`src/rtl/pipeline_debug_ctrl.sv`:
```
// Debug sequencer between a byte-serial host link and the 5-stage MIPS pipeline: program load, run/step, state dump.
// Define PIPELINE_DEBUG_LATCH_DUMP_EN to append the four pipeline-latch snapshots to every dump.
module pipeline_debug_ctrl #(
    parameter int          MEM_DUMP_WORDS = 8,
    parameter logic [31:0] MEM_DUMP_BASE  = 32'h0
) (
    input  logic         i_clk,
    input  logic         i_reset,
    input  logic [7:0]   i_rx_data,
    input  logic         i_rx_valid,
    output logic [7:0]   o_tx_data,
    output logic         o_tx_valid,
    input  logic         i_tx_ready,
    output logic         o_halt,
    output logic         o_write_instruction_flag,
    output logic [31:0]  o_instruction_to_write,
    output logic [31:0]  o_address_to_write_inst,
    output logic [4:0]   o_reg_read,
    input  logic [31:0]  i_reg_content,
    output logic [31:0]  o_mem_addr,
    input  logic [31:0]  i_mem_content,
    input  logic         i_program_end,
    input  logic [63:0]  i_if_id_latch,
    input  logic [138:0] i_id_ex_latch,
    input  logic [75:0]  i_ex_mem_latch,
    input  logic [70:0]  i_mem_wb_latch,
    output logic         o_busy
);

    typedef enum logic [3:0] {
        IDLE, LD_COUNT, LD_BYTE, LD_WRITE, RUN, STEP,
        DUMP_HDR, DUMP_SET, DUMP_CAP, DUMP_SEND, ACK, NAK
    } state_t;

    localparam logic [7:0] CMD_LOAD = 8'h4C;
    localparam logic [7:0] CMD_RUN  = 8'h52;
    localparam logic [7:0] CMD_STEP = 8'h53;
    localparam logic [7:0] BYTE_ACK = 8'h06;
    localparam logic [7:0] BYTE_NAK = 8'h15;
    localparam logic [7:0] HDR_END  = 8'hE0;
    localparam logic [7:0] HDR_STEP = 8'hE1;
    // Word items 0..31 are registers, the rest are data-memory words.
    localparam logic [8:0] LAST_IDX = 9'(32 + MEM_DUMP_WORDS - 1);

    state_t      state;
    logic [7:0]  single_byte;
    logic [7:0]  ld_count;
    logic [7:0]  ld_idx;
    logic [1:0]  byte_pos;
    logic [23:0] instr_sr;
    logic [8:0]  word_idx;
    logic [5:0]  byte_cnt;
    logic [31:0] word_sr;
    logic        settle;

`ifdef PIPELINE_DEBUG_LATCH_DUMP_EN
    localparam int         LATCH_BITS  = 360;
    localparam logic [5:0] LATCH_BYTES = 6'd45;
    logic [LATCH_BITS-1:0] latch_sr;
    logic [LATCH_BITS-1:0] latch_snapshot;
    logic                  latch_phase;
    // Each latch zero-extended to a whole number of bytes, IF/ID first.
    assign latch_snapshot = {i_if_id_latch, 5'd0, i_id_ex_latch, 4'd0, i_ex_mem_latch, 1'd0, i_mem_wb_latch};
`else
    logic unused_latch;
    assign unused_latch = ^{i_if_id_latch, i_id_ex_latch, i_ex_mem_latch, i_mem_wb_latch};
`endif

    assign o_busy = (state != IDLE);

    // NOTE: every register below is updated with <= so all reads in this block see pre-edge values.
    always_ff @(posedge i_clk) begin
        if (i_reset) begin
            state                    <= IDLE;
            o_halt                   <= 1'b1;
            o_write_instruction_flag <= 1'b0;
            o_instruction_to_write   <= '0;
            o_address_to_write_inst  <= '0;
            o_reg_read               <= '0;
            o_mem_addr               <= '0;
            o_tx_valid               <= 1'b0;
            o_tx_data                <= '0;
            single_byte              <= '0;
            ld_count                 <= '0;
            ld_idx                   <= '0;
            byte_pos                 <= '0;
            instr_sr                 <= '0;
            word_idx                 <= '0;
            byte_cnt                 <= '0;
            word_sr                  <= '0;
            settle                   <= 1'b0;
`ifdef PIPELINE_DEBUG_LATCH_DUMP_EN
            latch_sr                 <= '0;
            latch_phase              <= 1'b0;
`endif
        end else begin
            case (state)
                IDLE: if (i_rx_valid) begin
                    case (i_rx_data)
                        CMD_LOAD: state <= LD_COUNT;
                        CMD_RUN, CMD_STEP: begin
                            // A finished program is never released again; dump it straight away.
                            if (i_program_end) begin
                                single_byte <= HDR_END;
                                state       <= DUMP_HDR;
                            end else begin
                                o_halt <= 1'b0;
                                state  <= (i_rx_data == CMD_RUN) ? RUN : STEP;
                            end
                        end
                        default: begin
                            single_byte <= BYTE_NAK;
                            state       <= NAK;
                        end
                    endcase
                end
                LD_COUNT: if (i_rx_valid) begin
                    ld_count <= i_rx_data;
                    ld_idx   <= '0;
                    byte_pos <= '0;
                    state    <= LD_BYTE;
                end
                LD_BYTE: if (i_rx_valid) begin
                    instr_sr <= {instr_sr[15:0], i_rx_data};
                    byte_pos <= byte_pos + 2'd1;
                    if (byte_pos == 2'd3) begin
                        o_write_instruction_flag <= 1'b1;
                        o_instruction_to_write   <= {instr_sr, i_rx_data};
                        o_address_to_write_inst  <= {22'd0, ld_idx, 2'b00};
                        state                    <= LD_WRITE;
                    end
                end
                LD_WRITE: begin
                    o_write_instruction_flag <= 1'b0;
                    // A count byte of 0 wraps to 255 here, giving 256 words.
                    if (ld_idx == ld_count - 8'd1) begin
                        single_byte <= BYTE_ACK;
                        state       <= ACK;
                    end else begin
                        ld_idx <= ld_idx + 8'd1;
                        state  <= LD_BYTE;
                    end
                end
                RUN: if (i_program_end) begin
                    o_halt      <= 1'b1;
                    single_byte <= HDR_END;
                    state       <= DUMP_HDR;
                end
                STEP: begin
                    o_halt      <= 1'b1;
                    single_byte <= HDR_STEP;
                    state       <= DUMP_HDR;
                end
                DUMP_HDR, ACK, NAK: begin
                    if (!o_tx_valid) begin
                        o_tx_valid <= 1'b1;
                        o_tx_data  <= single_byte;
`ifdef PIPELINE_DEBUG_LATCH_DUMP_EN
                        if (state == DUMP_HDR) begin
                            latch_sr    <= latch_snapshot;
                            latch_phase <= 1'b0;
                        end
`endif
                    end else if (i_tx_ready) begin
                        o_tx_valid <= 1'b0;
                        word_idx   <= '0;
                        state      <= (state == DUMP_HDR) ? DUMP_SET : IDLE;
                    end
                end
                DUMP_SET: begin
                    if (word_idx < 9'd32)
                        o_reg_read <= word_idx[4:0];
                    else
                        o_mem_addr <= MEM_DUMP_BASE + ((32'(word_idx) - 32'd32) << 2);
                    settle <= 1'b0;
                    state  <= DUMP_CAP;
                end
                DUMP_CAP: begin
                    if (!settle) begin
                        settle <= 1'b1;
                    end else begin
                        word_sr  <= (word_idx < 9'd32) ? i_reg_content : i_mem_content;
                        byte_cnt <= 6'd4;
                        state    <= DUMP_SEND;
                    end
                end
                DUMP_SEND: begin
                    if (!o_tx_valid) begin
                        o_tx_valid <= 1'b1;
`ifdef PIPELINE_DEBUG_LATCH_DUMP_EN
                        o_tx_data  <= latch_phase ? latch_sr[LATCH_BITS-1 -: 8] : word_sr[31:24];
`else
                        o_tx_data  <= word_sr[31:24];
`endif
                    end else if (i_tx_ready) begin
                        o_tx_valid <= 1'b0;
                        word_sr    <= {word_sr[23:0], 8'd0};
                        byte_cnt   <= byte_cnt - 6'd1;
`ifdef PIPELINE_DEBUG_LATCH_DUMP_EN
                        if (latch_phase)
                            latch_sr <= {latch_sr[LATCH_BITS-9:0], 8'd0};
                        if (byte_cnt == 6'd1) begin
                            if (latch_phase) begin
                                state <= IDLE;
                            end else if (word_idx == LAST_IDX) begin
                                latch_phase <= 1'b1;
                                byte_cnt    <= LATCH_BYTES;
                            end else begin
                                word_idx <= word_idx + 9'd1;
                                state    <= DUMP_SET;
                            end
                        end
`else
                        if (byte_cnt == 6'd1) begin
                            if (word_idx == LAST_IDX) begin
                                state <= IDLE;
                            end else begin
                                word_idx <= word_idx + 9'd1;
                                state    <= DUMP_SET;
                            end
                        end
`endif
                    end
                end
                default: state <= IDLE;
            endcase
        end
    end

endmodule

```
`config.mk`:
```
export PLATFORM = sky130hd
export DESIGN_NAME = pipeline_debug_ctrl
export DESIGN_NICKNAME = d
export VERILOG_FILES = /design/src/rtl/pipeline_debug_ctrl.sv
export SDC_FILE = /design/constraint.sdc
export NUM_CORES = 1
export LEC_CHECK = 0
export ABC_AREA = 1
export ABC_CLOCK_PERIOD_IN_PS = 2500
export CAP_MARGIN = 20
export CORE_AREA = 2 2 207 209
export CTS_BUF_LIST = sky130_fd_sc_hd__clkbuf_8
export CTS_CLUSTER_DIAMETER = 60
export CTS_CLUSTER_SIZE = 30
export DETAILED_ROUTE_END_ITERATION = 7
export DIE_AREA = 0 0 209 211
export SYNTH_ARGS = -nofsm -noshare
export SYNTH_HDL_FRONTEND = slang
export SYNTH_SLANG_ARGS = --single-unit
```
`constraint.sdc`:
```
create_clock -name i_clk -period 2.5 [get_ports i_clk]
set_input_delay 0.625 -clock i_clk [delete_from_list [all_inputs] [get_ports i_clk]]
set_output_delay 0.625 -clock i_clk [all_outputs]
set_load 0.02 [all_outputs]
```
==> results_dict.tcl <==
set metrics [dict create \
    status "completed" \
    worst_setup_path_end_kind "output port" \
    yosysWarnings 0 \
    met2_wirelength_mm 11.50 \
    cp_slowest_stage_delay_ns 0.68 \
    rsz0062_at_grt "no" \
    crit_family "buffers and inverters" \
    antenna_found_initial 3 \
    tritoncts "built" \
    final.setup_skew_ns 0.02028 \
    critical_path.cell_chain "clkdlybuf4s50_1" \
    fin_nets 1671 \
    port_buffers 163 \
    arrival_ns 1.69 \
    start_kind "register" \
    hold_class "register to register" \
    slew_viol_final 0 \
    place_ws_ns 0.1028 \
    crit_slowest_cell "clkdlybuf4s50_1" \
    synth_edf_count 0 \
    layout.cells.non_filler 1790 \
    cts.clk_slew.worst_paths_ns 0.10 \
    wl_met1_mm 10.83 \
    yosysSeqAreaShare_pct 41.93 \
    p_per_area_nw_per_um2 625.5 \
    hold_violations 0 \
    post_cts_buffers 0 \
    avgRoutedWirePerCell_um 13.53 \
    clockBufferDepth 2 \
    p_comb_share_pct 24.0 \
    grt_pass1_wl_mm 38.34 \
    area_growth_pct 30.16 \
    layout_min_cycle_time_ns 2.312 \
    via_per_inst 4.239 \
    async_reset_ff_share_pct 0 \
    p_clk_share_pct 30.3 \
    critPathBufInv 1 \
    clock_sinks 168 \
    dp_cells 1756 \
    cts_inserted_buffers 17 \
    start_util_pct 19.21 \
    tightest_slew_ns 0.5260 \
    syn_avg_cell_area_um2 7.245 \
    critical_path.max_fanout 22 \
    ios 540 \
    worstPathRequired_ns 1.88 \
    synth-main-ff-cell "dfxtp_1" \
    switching_share_pct 36.01 \
    first_iter_violations 456 \
    final_util_pct 25.00 \
    critPathKind "register to output port" \
    num_rows 75 \
    dieWidth_um 209 \
    fp.dieH_um 211 \
    grt_pass1_vias 7283 \
    ir_drop_uv 350.6 \
    max-slew-margin-rel_pct 64.85 \
    firstDrtPassIters 5 \
    p_sw_mw 2.351 \
    hold_buffers 0 \
    post-route-period-util_pct 92.47 \
    synth_cells 1107 \
    drtAntennaViolNets 0 \
    p_int_mw 4.178 \
    die_area_um2 44100 \
    coreArea_um2 41760 \
    fillers 4588 \
    grt_usage_pct 10.92 \
    worstSkewPairLatency_ns 0.47 \
    wl_met3_mm 1.462 \
    drt-total-wl_mm 24.21 \
    cts_root_buf "clkbuf_8" \
    setup_ws_ns 0.1883 \
    remaining_drc_errors 0 \
    routabilityCongestion 0.8227 \
    setup_viol 0 \
    routed.top_layer "met5" \
    maxCapViolCount 0 \
    finalSetupTns_ns 0 \
    vias 7587 \
    drive_gt1_share_pct 9.688 \
    fmax_ghz 0.4326 \
    htree_levels 4 \
    place_hpwl_mm 17.65 \
    grt.overflow.total 0 \
    grt_start_max_net_pins 94 \
    power.static_leakage_nw 3.767 \
    synth_seq_cells 168 \
    ys_types 39 \
    seqPwrFrac_pct 45.8 \
    syn_area_um2 8020 \
]
cell usage in the layout (no fill, tap or decap), types with 3 or more instances in the layout:
cell type and n:
a211oi_1 3, a21oi_1 168, a31oi_1 11, buf_12 4, buf_4 20, clkbuf_8 17
clkdlybuf4s50_1 161, clkinv_8 3, conb_1 26, dfxtp_1 167, ha_1 8, inv_1 65
inv_2 8, inv_6 4, inv_8 4, nand2_1 252, nand2_2 10, nand3_1 38
nand4_1 8, nor2_1 76, nor2_2 5, nor2_4 9, nor3_1 12, o211ai_1 26
o21ai_0 82, or2_0 3, or2_2 21, xnor2_1 3, xor2_1 10
layout make-up:
type	count	area, um^2	area share, %
Clock inverter	15	157.7	1.510
Sequential cell	168	3364	32.23
Multi-Input combinational cell	788	3874	37.11
Timing Repair Buffer	187	1852	17.74
Tap cell	539	674.4	6.460
Inverter	74	277.8	2.661
Antenna cell	2	5.005	0.04794
Clock buffer	17	234.0	2.241
cells in the mapped netlist (2+ instances only):
library cell	instances	area share [%]
nand2_1	252	12
a21oi_1	168	10
dfxtp_1	168	42
o21ai_0	82	5.1
nor2_1	76	3.6
inv_1	66	3.1
buf_4	52	4.9
nand3_1	38	2.4
clkbuf_1	30	1.4
o211ai_1	26	2.4
or2_2	21	1.6
buf_2	19	1.2
nor3_1	12	0.75
a31oi_1	11	0.86
nand2_2	10	0.78
xor2_1	10	1.1
ha_1	8	1.2
inv_2	8	0.37
nand4_1	8	0.62
nor2_2	7	0.55
nor2_4	7	0.98
a211oi_1	3	0.28
or2_0	3	0.23
xnor2_1	3	0.33
nand2_4	2	0.28
nor3_2	2	0.25
nor3b_1	2	0.19
o21ai_1	2	0.12
flip-flops by register name (all words and copies together), names as in the netlist, 9 cells and up:
| register | flops |
|---|---|
| word_sr | 32 |
| instr_sr | 24 |
| o_mem_addr | 10 |
| word_idx | 9 |
| o_instruction_to_write | 32 |
worst paths after layout:
path,startpoint,end,slack [ns],cells after the start
setup / recovery,o_mem_addr[30]$_SDFFE_PP0P_,o_mem_addr[25],0.19,1
hold / removal,instr_sr[23]$_SDFFE_PP0P_,o_instruction_to_write[31]$_SDFFE_PP0P_,0.46,2
setup reg to reg,ld_count[0]$_SDFFE_PP0P_,ld_idx[4]$_SDFFE_PP0P_,0.42,13
hold reg to reg,instr_sr[23]$_SDFFE_PP0P_,o_instruction_to_write[31]$_SDFFE_PP0P_,0.46,2
power groups by stage:
stage / Combinational (mW) / Sequential [mW] / Clock (mW)
after global routing: 1.77 / 3.01 / 2.13
after global placement: 1.56 / 3.04 / 0
after CTS: 1.57 / 2.98 / 2.03
final: 1.56 / 2.99 / 1.98
after detailed placement: 1.57 / 3.04 / 0
after floorplan: 1.07 / 3.04 / 0
kinds of logic after synthesis:
group / synth area share (%)
AND/OR/NAND/NOR: 24.51
AO/OA/AOI/OAI: 19.78
buffers and inverters: 11.06
flip-flops: 41.93
XOR/XNOR: 1.420
adder cells (fa/ha/maj): 1.248
other: 0.04676
layer usage:
metal  track usage (%)  vias up
met2             18.48      215
li1                  -     3845
met5                 0        -
met3             3.197       27
met1             13.41     3498
met4             3.202        2
metrics by stage:
stage / power [mW] / hold slack (ns) / cell area, um^2
after floorplan: 4.115 / 0.4289 / 8114
after global placement: 4.600 / 0.4391 / 10040
after detailed placement: 4.617 / 0.4521 / 10040
after CTS: 6.583 / 0.4665 / 10430
after global routing: 6.908 / 0.4945 / 10430
final: 6.529 / 0.4616 / 10440
what timing repair did:
action                                  CTS  global route
endpoints found under the setup margin   22             1
resized for setup                         2             4
pin swaps                                 0             0
Power figures use the tool's default switching activity.
